<file path="src/rtl/mult_product_accumulator.sv">
// Accumulates a stream of unsigned multiplier products into groups and presents
// each group's sum, term count and sticky carry-out flag over a valid/ready handshake.
module mult_product_accumulator #(
   parameter int PROD_W    = 8,
   parameter int ACC_W     = 16,
   parameter int MAX_TERMS = 16,
   parameter int COUNT_W   = 5
) (
   input  logic               clk,
   input  logic               rst_n,
   input  logic               in_valid_i,
   output logic               in_ready_o,
   input  logic [PROD_W-1:0]  in_product_i,
   input  logic               in_last_i,
   output logic               out_valid_o,
   input  logic               out_ready_i,
   output logic [ACC_W-1:0]   out_sum_o,
   output logic [COUNT_W-1:0] out_count_o,
   output logic               out_overflow_o
);

   typedef enum logic {ACCUM, HOLD} state_t;

   state_t             state_q;
   logic [ACC_W-1:0]   acc_q;
   logic [COUNT_W-1:0] cnt_q;
   logic               ovf_q;
   logic               out_valid_q;
   logic [ACC_W-1:0]   out_sum_q;
   logic [COUNT_W-1:0] out_count_q;
   logic               out_overflow_q;

   logic [ACC_W:0]     sum_d;
   logic [COUNT_W-1:0] cnt_d;
   logic               ovf_d;
   logic               accept_d;
   logic               close_d;

   // One extra bit on the adder captures the carry out of the accumulator.
   always_comb begin
      sum_d    = {1'b0, acc_q} + {{(ACC_W - PROD_W + 1){1'b0}}, in_product_i};
      cnt_d    = cnt_q + 1'b1;
      ovf_d    = ovf_q | sum_d[ACC_W];
      accept_d = in_valid_i & (state_q == ACCUM);
      close_d  = accept_d & (in_last_i | (cnt_d == COUNT_W'(MAX_TERMS)));
   end

   always_ff @(posedge clk) begin
      if (!rst_n) begin
         state_q        <= ACCUM;
         acc_q          <= '0;
         cnt_q          <= '0;
         ovf_q          <= 1'b0;
         out_valid_q    <= 1'b0;
         out_sum_q      <= '0;
         out_count_q    <= '0;
         out_overflow_q <= 1'b0;
      end else begin
         case (state_q)
            ACCUM: begin
               if (close_d) begin
                  out_sum_q      <= sum_d[ACC_W-1:0];
                  out_count_q    <= cnt_d;
                  out_overflow_q <= ovf_d;
                  out_valid_q    <= 1'b1;
                  acc_q          <= '0;
                  cnt_q          <= '0;
                  ovf_q          <= 1'b0;
                  state_q        <= HOLD;
               end else if (accept_d) begin
                  acc_q <= sum_d[ACC_W-1:0];
                  cnt_q <= cnt_d;
                  ovf_q <= ovf_d;
               end
            end
            HOLD: begin
               // Result registers keep their contents after the handshake.
               if (out_ready_i) begin
                  out_valid_q <= 1'b0;
                  state_q     <= ACCUM;
               end
            end
            default: state_q <= ACCUM;
         endcase
      end
   end

   assign in_ready_o     = (state_q == ACCUM);
   assign out_valid_o    = out_valid_q;
   assign out_sum_o      = out_sum_q;
   assign out_count_o    = out_count_q;
   assign out_overflow_o = out_overflow_q;

endmodule

</file>
<file path="config.mk">
export PLATFORM = sky130hd
export DESIGN_NAME = mult_product_accumulator
export DESIGN_NICKNAME = d
export VERILOG_FILES = /design/src/rtl/mult_product_accumulator.sv
export SDC_FILE = /design/constraint.sdc
export NUM_CORES = 1
export LEC_CHECK = 0
export BUFFER_PORTS_ARGS = -buffer_cell sky130_fd_sc_hd__buf_4
export CAP_MARGIN = 10
export CORE_MARGIN = 5
export CORE_UTILIZATION = 45
export DETAILED_ROUTE_END_ITERATION = 12
export HOLD_SLACK_MARGIN = 0.02
export PLACE_DENSITY = 0.65
export SYNTH_ARGS = -nofsm -noshare
export SYNTH_HDL_FRONTEND = slang
export SYNTH_SLANG_ARGS = --single-unit
</file>
<file path="constraint.sdc">
create_clock -name clk -period 3 [get_ports clk]
set_input_delay 0.45 -clock clk [delete_from_list [all_inputs] [get_ports clk]]
set_output_delay 0.45 -clock clk [all_outputs]
set_load 0.005 [all_outputs]
</file>
==> summary by stage <==
Setup path
The required arrival time at the worst endpoint is 3.19 ns. The signal on the critical path passes through ha_1 -> fa_1 -> a211oi_1 -> o21ai_2 -> a21boi_4 -> o211ai_1 -> o221a_1. Of all nets on the critical path, the largest fanout is 6.

The critical path in this run is classified as reg -> reg. STA classifies the critical path startpoint as a register. For this run, the slowest stage of the critical path takes roughly 0.44 ns. The nature of the critical path endpoint is a register. At the worst endpoint, the arrival time is around 2.5 ns. The slowest cell on the critical path is sky130_fd_sc_hd__fa_1.

Floorplan
Measured along the y axis, the die boundary spans 86.3 um. The die width is 86.3 um. The standard-cell row count is 27. The placeable core region is roughly 5600 um2. The area of the die is 7450 um2. In this run the count of I/O pins placed on the die edge is 37.

The initial utilization of the core area, before any placement, comes to ~47%.

STA
The final setup TNS is 0 ns. The total count of hold-check failures in the final report came to 0. For the finished layout, the period the worst path requires is 2.26 ns. Setup repair after global routing left no endpoint under its margin. The post-route fraction of the period consumed by the critical path is around 75%.

The count of pins over their slew limit is 0. At the pin with the least slew margin, the transition time is between 0.8 and 0.9 ns. Across the routed clock network, the largest skew measured is 0.00343 ns. Static timing analysis puts the maximum clock frequency at 442 MHz.

The number of failing setup endpoints in the final timing report is 0. The headroom to the max-slew limit is 45.2%.

GRT
The number of antenna violations at the first check in global routing is 0. The number of global-route vias before repair is ~2100. The first global-routing pass estimated 10700 um of wire. In the global route stage, overall resource usage came out at 17.6%. Entering global routing, the biggest net connects 19 pins. The total global routing overflow is 0.

Yosys
In the synthesized netlist the dominant register cell turns out to be sky130_fd_sc_hd__dfxtp_1. During synthesis, Yosys emitted a total of 0 warnings. The number of distinct standard cells referenced by the synthesized netlist is 55.

The netlist area before placement is 2620 um2. Synthesis handed over a netlist of approximately 290 instances. The net count after synthesis is 311. For this run, asynchronously set or reset flops after synthesis account for 0%. A synthesized cell averages 9.14 um2. The sequential-to-total area share from yosys stat is about a third. The number of enable flip-flop cells after synthesis is 0. In this run, synthesis produced a sequential element count of 46.

Final layout
At the end of the flow the core is filled with cells to a little over half. Summing all non-filler instances in the final layout gives an area of 2980 um2. The fill cell total of the finished layout is 546. For this run, the post-layout net count is roughly 340. The growth of design area from synthesis to finish is 13.7%. The number of inserted diodes is 0.

Excluding fillers, the count of instances in the completed layout stands at 388. Of the cells placed in the final design, the portion with a size suffix greater than 1 is between 20% and 30%.

Clocking
Hold repair after CTS inserted 0 buffers. The clock tree synthesis step divided the H-tree into 2 levels. The clock passes through at most 2 buffers. After clock tree synthesis, the clock-pin slew on the worst setup and hold paths is roughly 0.08 ns. The total CTS buffers is 5. The clock sink total is 46. For the worst-skew pair, the clock arrives at the later sink with an insertion delay of 0.29 ns.

The CTS tree is yes. The root buffer selected by CTS is sky130_fd_sc_hd__clkbuf_8. The quantity of gates resized following cts is 0. The post-CTS setup repair buffer count is 0.

Run
Across the run, the number of max-cap violations was 0.

Routing
The routed wire length per instance is 16.0 um. Before antenna repair, the detailed router went through 4 iterations. The DRC violation count after routing is 0.

The final route contains 2255 vias. The first routing iteration left 140 violations. The final antenna-violating net count is 0. Wires add up to 6220 um. The number of vias per cell is 5.81.

Place
The final weighted congestion in routability-driven placement is 0.818. The cell area after placement is 2890 um2. Including well taps, the total number of placed cells is 380.

Input and output buffers added on the ports amount to 36. The wire-length estimate of the detail-placed layout is 4410 um.

Run status
The flow ran to the end, and the final reports show no timing, DRC or antenna violations.

Pwr
After layout, the design draws a total of 1.29 mW. Power spread over the standard cell area amounts to between 400 and 500 nW/um2. Summed over all cells, the static leakage comes to 1.17 nW. VDD sags by at most 0.235 mV.

Worst hold path
The min-delay analysis places its worst path in the category in -> reg.
## power by group
group | internal (mW) | switching (mW) | total (mW)
Combinational | 0.105 | 0.139 | 0.245
Clock | 0.186 | 0.205 | 0.391
Sequential | 0.637 | 0.0183 | 0.655
## state kept, by name, summed over array words and instances, names as in the netlist
name / cells
state_q: 1
ovf_q: 1
cnt_q: 5
acc_q: 16
out_valid_o: 1
out_count_o: 5
out_sum_o: 16
out_overflow_o: 1
## worst max-delay path, delay by kind of cell (launching register included)
| family | cells | cell delay [ns] |
|---|---|---|
| fa+ha+maj | 2 | 0.67 |
| compound gates | 5 | 1.18 |
| flops | 1 | 0.32 |
## cell usage in the layout, fill, tap and decap left out, types with 5 or more instances in the layout
cell type,instances
sky130_fd_sc_hd__a211oi_1,5
sky130_fd_sc_hd__xor2_1,7
sky130_fd_sc_hd__clkbuf_8,6
sky130_fd_sc_hd__nand3b_1,5
sky130_fd_sc_hd__nand3_1,18
sky130_fd_sc_hd__dfxtp_1,46
sky130_fd_sc_hd__nor2_1,14
sky130_fd_sc_hd__ha_1,10
sky130_fd_sc_hd__a21oi_1,28
sky130_fd_sc_hd__o21ai_0,13
sky130_fd_sc_hd__a32oi_1,8
sky130_fd_sc_hd__buf_4,43
sky130_fd_sc_hd__inv_1,5
sky130_fd_sc_hd__xnor2_1,9
sky130_fd_sc_hd__o211ai_1,6
sky130_fd_sc_hd__nand2_1,20
sky130_fd_sc_hd__nor3_1,5
sky130_fd_sc_hd__a31oi_1,11
## worst paths after layout
kind | from | end | slack [ns] | cells past startpoint
max | acc_q[0] | out_overflow_o | 0.74 | 7
min reg2reg | out_valid_o | out_valid_o | 0.46 | 2
max reg2reg | acc_q[0] | out_overflow_o | 0.74 | 7
min | out_ready_i | state_q | 0.43 | 3
## layer usage
layer | part of all wire, % | wire (um) | track usage, % | vias up
li1 | - | - | - | 1127
met1 | 49 | 3040 | 25.8 | 1062
met2 | 45 | 2780 | 27.2 | 60
met3 | 5.2 | 325 | 2.85 | 6
met4 | 1.2 | 73 | 3.97 | 0
met5 | 0 | 0 | 0 | -
## stage by stage
stage / setup slack (ns) / hold slack, ns
floorplan: 0.772 / 0.429
global placement: 0.528 / 0.447
detailed placement: 0.475 / 0.452
CTS: 0.729 / 0.420
global route: 0.580 / 0.439
finish: 0.739 / 0.431
## kinds of logic after synthesis
group | Yosys count | share of synthesized area (%)
AOI/OAI and AO/OA | 104 | 29.6
xor gates and xnor gates | 16 | 5.34
buffers and inverters | 27 | 6.35
muxes | 2 | 0.763
DFF | 46 | 35.1
and+or+nand+nor | 81 | 17.3
adders and majority gates | 11 | 5.53
## cell usage after synthesis (all sizes together) (3+ instances only)
cell	n	area share [%]
a211oi	9	3.3
a21o	3	0.86
a21oi	30	6.3
a31oi	11	2.6
a32oi	8	2.7
and2	3	0.76
buf	14	4.5
clkbuf	8	1.1
dfxtp	46	35
ha	10	4.8
inv	5	0.72
nand2	20	2.9
nand3	20	4.5
nand3b	5	1.4
nor2	15	2.2
nor3	7	2.2
o211a	4	1.5
o211ai	9	3.5
o21a	4	1.2
o21ai	17	3.7
o22ai	3	0.95
xnor2	9	3.0
xor2	7	2.3
## cell type report
class                      instances  area [um2]  share of cell area, %
multi-input combinational        214        1540                   51.6
timing repair buffer              43         323                   10.8
sequential                        46         921                   30.9
clock buffer                       7        86.3                   2.90
clock inverter                     1        5.00                  0.168
tap                               72        90.1                   3.02
inverter                           5        18.8                  0.629
No activity file was read; power rests on OpenSTA's default activity.
